## src/rtl/systolic_skew_feeder.sv

```systemverilog
// ============================================================================
// Module   : systolic_skew_feeder
// Brief    : Buffers a DEPTH x DEPTH matrix row by row, then replays it as a
//            diagonally skewed wavefront (lane i lags lane 0 by i cycles).
// Revision : 1.0 - initial release
// ============================================================================
`default_nettype none

module systolic_skew_feeder #(
  parameter int DEPTH = 8,
  parameter int BITS  = 8
) (
  input  logic            clk,
  input  logic            rst_n,
  input  logic            clr,
  input  logic            in_valid,
  output logic            in_ready,
  input  logic [BITS-1:0] in_row   [DEPTH-1:0],
  input  logic            out_stall,
  output logic            out_valid,
  output logic [BITS-1:0] out_data [DEPTH-1:0],
  output logic            out_last,
  output logic            busy
);

  localparam int TW = $clog2(2 * DEPTH);
  localparam int RW = (DEPTH > 1) ? $clog2(DEPTH) : 1;
  localparam logic [TW-1:0] T_LAST   = TW'(2 * DEPTH - 2);
  localparam logic [RW-1:0] ROW_LAST = RW'(DEPTH - 1);

  typedef enum logic [0:0] {
    LOAD  = 1'b0,
    DRAIN = 1'b1
  } state_t;

  state_t          state_q, state_d;
  logic [RW-1:0]   row_cnt_q, row_cnt_d;
  logic [TW-1:0]   t_q, t_d;
  logic [BITS-1:0] m_q [DEPTH][DEPTH];
  logic [BITS-1:0] m_d [DEPTH][DEPTH];

  always_ff @(posedge clk or negedge rst_n) begin
    if (!rst_n) begin
      state_q   <= LOAD;
      row_cnt_q <= '0;
      t_q       <= '0;
    end else begin
      state_q   <= state_d;
      row_cnt_q <= row_cnt_d;
      t_q       <= t_d;
    end
  end

  // Matrix storage carries no reset; it is only visible once fully reloaded.
  always_ff @(posedge clk) begin
    m_q <= m_d;
  end

  always_comb begin
    state_d   = state_q;
    row_cnt_d = row_cnt_q;
    t_d       = t_q;
    m_d       = m_q;
    if (clr) begin
      state_d   = LOAD;
      row_cnt_d = '0;
      t_d       = '0;
    end else if (state_q == LOAD) begin
      if (in_valid) begin
        for (int c = 0; c < DEPTH; c++) begin
          m_d[row_cnt_q][c] = in_row[c];
        end
        if (row_cnt_q == ROW_LAST) begin
          state_d   = DRAIN;
          row_cnt_d = '0;
          t_d       = '0;
        end else begin
          row_cnt_d = row_cnt_q + 1'b1;
        end
      end
    end else if (!out_stall) begin
      if (t_q == T_LAST) begin
        state_d = LOAD;
        t_d     = '0;
      end else begin
        t_d = t_q + 1'b1;
      end
    end
  end

  // Element M[r][c] sits on lane c at wavefront step t = r + c.
  always_comb begin
    for (int c = 0; c < DEPTH; c++) begin
      out_data[c] = '0;
    end
    if (state_q == DRAIN) begin
      for (int r = 0; r < DEPTH; r++) begin
        for (int c = 0; c < DEPTH; c++) begin
          if (int'(t_q) == r + c) begin
            out_data[c] = m_q[r][c];
          end
        end
      end
    end
  end

  assign in_ready  = (state_q == LOAD);
  assign out_valid = (state_q == DRAIN);
  assign out_last  = (state_q == DRAIN) && (t_q == T_LAST);
  assign busy      = (state_q != LOAD) || (row_cnt_q != '0);

endmodule

`default_nettype wire

```

## config.mk

```make
export PLATFORM = sky130hd
export DESIGN_NAME = systolic_skew_feeder
export DESIGN_NICKNAME = d
export VERILOG_FILES = /design/src/rtl/systolic_skew_feeder.sv
export SDC_FILE = /design/constraint.sdc
export NUM_CORES = 1
export LEC_CHECK = 0
export BUFFER_PORTS_ARGS = -buffer_cell sky130_fd_sc_hd__buf_2
export CORE_AREA = 2 2 193 195
export DETAILED_ROUTE_END_ITERATION = 12
export DIE_AREA = 0 0 195 197
export HOLD_SLACK_MARGIN = 0.1
export PLACE_DENSITY = 0.83
export SLEW_MARGIN = 20
export SYNTH_ARGS = -nofsm -noshare
export SYNTH_HDL_FRONTEND = slang
export SYNTH_SLANG_ARGS = --single-unit
```

## constraint.sdc

```tcl
create_clock -name clk -period 19.5 [get_ports clk]
set_input_delay 0.975 -clock clk [delete_from_list [all_inputs] [get_ports clk]]
set_output_delay 0.975 -clock clk [all_outputs]
set_load 0.03 [all_outputs]
```

After elaboration in Yosys (flattened, before gate mapping)
Index checks and enable logic that the tools add are counted.
{ "totals": {"register_bits": 520, "input_bits": 69, "out_inout_bits": 68, "wordCells": 208} }
{ "op_classes": {"add_sub_neg": 2, "magnitude_cmp": 2, "n_eq_ne": 18, "mux": 105, "bitwise": 3, "reduce_logical": 11} }
{ "op_table": {"columns": ["cell", "n"], "rows": [
  ["$bwmux W512", 8],
  ["$demux W64 S3", 8],
  ["$mux W8", 65],
  ["$mux W64", 2],
  ["$mux W56", 1],
  ["$mux W48", 1],
  ["$mux W40", 1],
  ["$eq A4 B4 Y1 const B", 9],
  ["$mux W32", 1],
  ["$mux W24", 1],
  ["$mux W4", 6],
  ["$eq A4 B3 Y1 const B", 4],
  ["$mux W16", 1],
  ["$mux W3", 4],
  ["$reduce_bool A3 Y1", 3],
  ["$eq A4 B2 Y1 const B", 2],
  ["$mux W1", 6],
  ["$reduce_and A3 Y1", 2],
  ["$add A4 B1 Y4 const B", 1],
  ["$ge A4 B4 Y1 const B", 1],
  ["$logic_not A4 Y1", 1],
  ["$lt A4 B1 Y1 const B", 1],
  ["$not A3 Y4", 1],
  ["$add A3 B1 Y3 const B", 1],
  ["other kinds (8)", 10]
]} }

Depth between registers and ports, before layout
{ "logic_depth": {"word_depth": 13, "ltp_mapped": 8, "depth_no_buf": 5} }

Least setup slack after synthesis
No wires, ideal clock.
{ "synth_timing": {"path_type": "input -> register", "from": "in in_valid", "to": "reg m_q[384] in the netlist's numbering (enable)", "setup_time_ns": 0.644, "t_arrival_ns": 7.646, "path_slack_ns": 11.210, "stages": 4, "n_path_buf": 1, "path_cell_list": "nor2b_1 -> clkbuf_1 -> nand2b_1 -> nor4_1"} }
{ "synth_via": {"elab_chain_cells": 1} }
{ "synth_rtl": {"columns": ["element", "line_no", "source"], "rows": [
  ["start: declaration", "16", "input logic in_valid,"],
  ["$reduce_and A3 Y1 (no source line)", null, null],
  ["end signal: assignment", "56", "m_q <= m_d;"],
  ["end: declaration", "39", "logic [BITS-1:0] m_q [DEPTH][DEPTH];"]
]} }
Every way passes these cells.
A chain may end at the register's enable or synchronous reset.

==> results.toml <==
[critical_path]
r2r_start = "out_valid$_DFF_PN0_"
start_kind = "flip-flop"
reg2reg_setup_slack_ns = 15.84
critPathRequiredTime_ns = 18.53
arrival_ns = 4.67
crit_path_end_kind = "output pin"
worstRegToRegCells = 5
path_class = "flip-flop to output pin"
crit_path_max_fanout = 84
reg2reg_to = "m_q[175]$_DFFE_PP_"

[clock_network]
postCtsSetupRepairBufs = 0
clkSinkCount = 520
cts_resized = 0
cts-root-buf = "clkbuf_16"
htree_num_levels = 2
clkTransAtPathRegs_ns = 0.06
cts_buffers = 50
worstSkewPairLatency_ns = 0.57
clk_path_buf_depth = 3
cts_tree = "yes"
postCtsHoldBufs = 0

[drt]
drc = 0
wl_per_cell_um = 25.2
num_vias = 13500
viasPerCell = 6.53
wl_um = 52300
firstDrtPassIters = 6
drt-initial-drc-count = 1756
ant_nets = 0

[placement]
place_hpwl_um = 30000
io_buffers = 136
gp_congestion = 0.881
place_ws_ns = 14.51

[timing]
worst_pin_slew_ns = 1.15
fmax_mhz = 177
worst_slack_ns = 13.85
relSlewSlack_pct = 22.9
hold_viol = 0
rsz0062_at_grt = "no"
finClkSkew_ns = 0.0112
setup_viol = 0
min_period_over_period_pct = 29.0
period_minus_slack_ns = 5.65
slew_violations = 0
timing.setup.tns_ns = 0

[global_route]
grt_pass1_wl_um = 78300
grt_max_degree = 85
grt.total_usage_pct = 27.1
overflow = 0
grt_antenna_before_repair = 5
grt_pass1_vias = 13500

[floorplan]
die_h_um = 197
start_util_pct = 59.5
fp.dieArea_mm2 = 0.0384
io_pins = 137
coreArea_mm2 = 0.0363
die_w_um = 195
rows = 70

[logic_synthesis]
syn_area_mm2 = 0.0216
synth_top_area_share_pct = 71.3
ys_seq_elements = 520
synth.distinct_cells = 66
ys_top_cells_by_count = "edfxtp_1, o21ai_0, a21oi_1"
synthesis.nets = 1523
synth_area_leaders = "edfxtp_1, o21ai_0, and2_1"
synthFlopType = "edfxtp_1"
yosysWarnings = 0
synth_cells = 1451
synth_largest_area_cell = "edfxtp_1"
postSynth.asyncResetShare_pct = 1.54
ys_seq_area_share_pct = 72.2
yosysMostFrequentCell = "edfxtp_1"
syn_area_per_cell_um2 = 14.9
synth_edf_count = 512

[finish]
final_core_util_pct = 66.2
layout.nets = 1634
fill_cells = 2407
area_growth_pct = 11.3
layout-drive-gt1-share_pct = 17.6

[job]
maxCapViolations = 0

[run_status]
status = "finished, final reports clean"

[power_and_ir_drop]
power.density_mw_per_mm2 = 90.3
peakVddDrop_uv = 61.0
p_leak_nw = 7.77

[worst_hold_path]
hp-class = "primary input to asynchronous set/reset pin"
## layout make-up
cell class | instances | area [um^2] | share of cell area [%]
inverter | 40 | 150 | 0.626
timing repair buffer | 160 | 865 | 3.60
clock buffer | 66 | 1350 | 5.64
tap | 468 | 586 | 2.44
sequential | 520 | 15600 | 65.0
antenna | 5 | 12.5 | 0.0521
clock inverter | 24 | 113 | 0.469
multi-input combinational | 790 | 5330 | 22.2
## kinds of logic after synthesis
group | Yosys count | synth area share (%)
compound gates | 428 | 13.6
fa+ha+maj | 3 | 0.174
buf+inv | 141 | 3.41
flops | 520 | 72.2
mux | 67 | 3.27
simple gates | 292 | 7.39
## placed cells by master (no fill, tap or decap), drive strengths merged, types with 20 or more instances in the layout
cell | Yosys | layout
a31oi | 22 | 22
and2 | 65 | 65
nand2b | 34 | 34
a21oi | 79 | 79
nor2 | 63 | 63
edfxtp | 512 | 512
o21ai | 102 | 102
mux2i | 40 | 40
nand2 | 63 | 63
mux2 | 27 | 27
clkbuf | 28 | 66
buf | 73 | 160
clkinv | 1 | 24
inv | 39 | 40
a222oi | 20 | 20
o22a | 34 | 34
o22ai | 29 | 29
## where the power goes
part	internal, mW	switching (mW)	total, mW
combinational	0.0107	0.0307	0.0415
clock	0.486	0.394	0.880
sequential	1.24	0.00374	1.24
## through the flow
step / cells / cell area (um^2) / hold WS (ns) / power (mW)
floorplan: 1451 / 21600 / 0.624 / 1.28
global placement: 1977 / 22500 / 0.752 / 1.31
detailed placement: 1977 / 22500 / 0.776 / 1.31
CTS: 2067 / 24000 / 0.252 / 2.17
global route: 2069 / 24000 / 0.256 / 2.22
finish: 2073 / 24000 / 0.268 / 2.17
## layer usage
metal	vias up	track usage (%)	part of all wire [%]
met4	4	10.4	3.0
met2	766	44.2	49
met5	-	0	0.042
li1	5900	-	-
met3	120	5.39	8.8
met1	6738	36.3	39
## flip-flops by register name, summed over array words and instances (netlist names)
signal     flops
m_q          512
out_valid      1
row_cnt_q      3
t_q            4
## how the worst max path moves through the flow
stage / from / end / slack (ns) / cells past startpoint
6_report: t_q[0]$_DFFE_PN0P_ / out_data[26] / 13.85 / 7
5_1_grt: t_q[0]$_DFFE_PN0P_ / out_data[28] / 13.67 / 7
3_5_place_dp: t_q[0]$_DFFE_PN0P_ / out_data[26] / 14.51 / 7
2_1_floorplan: in_valid / m_q[384]$_DFFE_PP_ / 11.21 / 4
3_3_place_gp: t_q[0]$_DFFE_PN0P_ / out_data[26] / 14.68 / 7
4_1_cts: t_q[0]$_DFFE_PN0P_ / out_data[26] / 13.93 / 7
## critical path, stage by stage, from the launching register on
cell and delay [ns]:
dfrtp_4 0.99, buf_4 0.77, buf_4 0.77, and3b_1 0.64, nand2_1 0.11, a221o_1 0.35, a31oi_1 0.15, buf_2 0.22
Note: power is estimated with default switching activity, not from simulation.
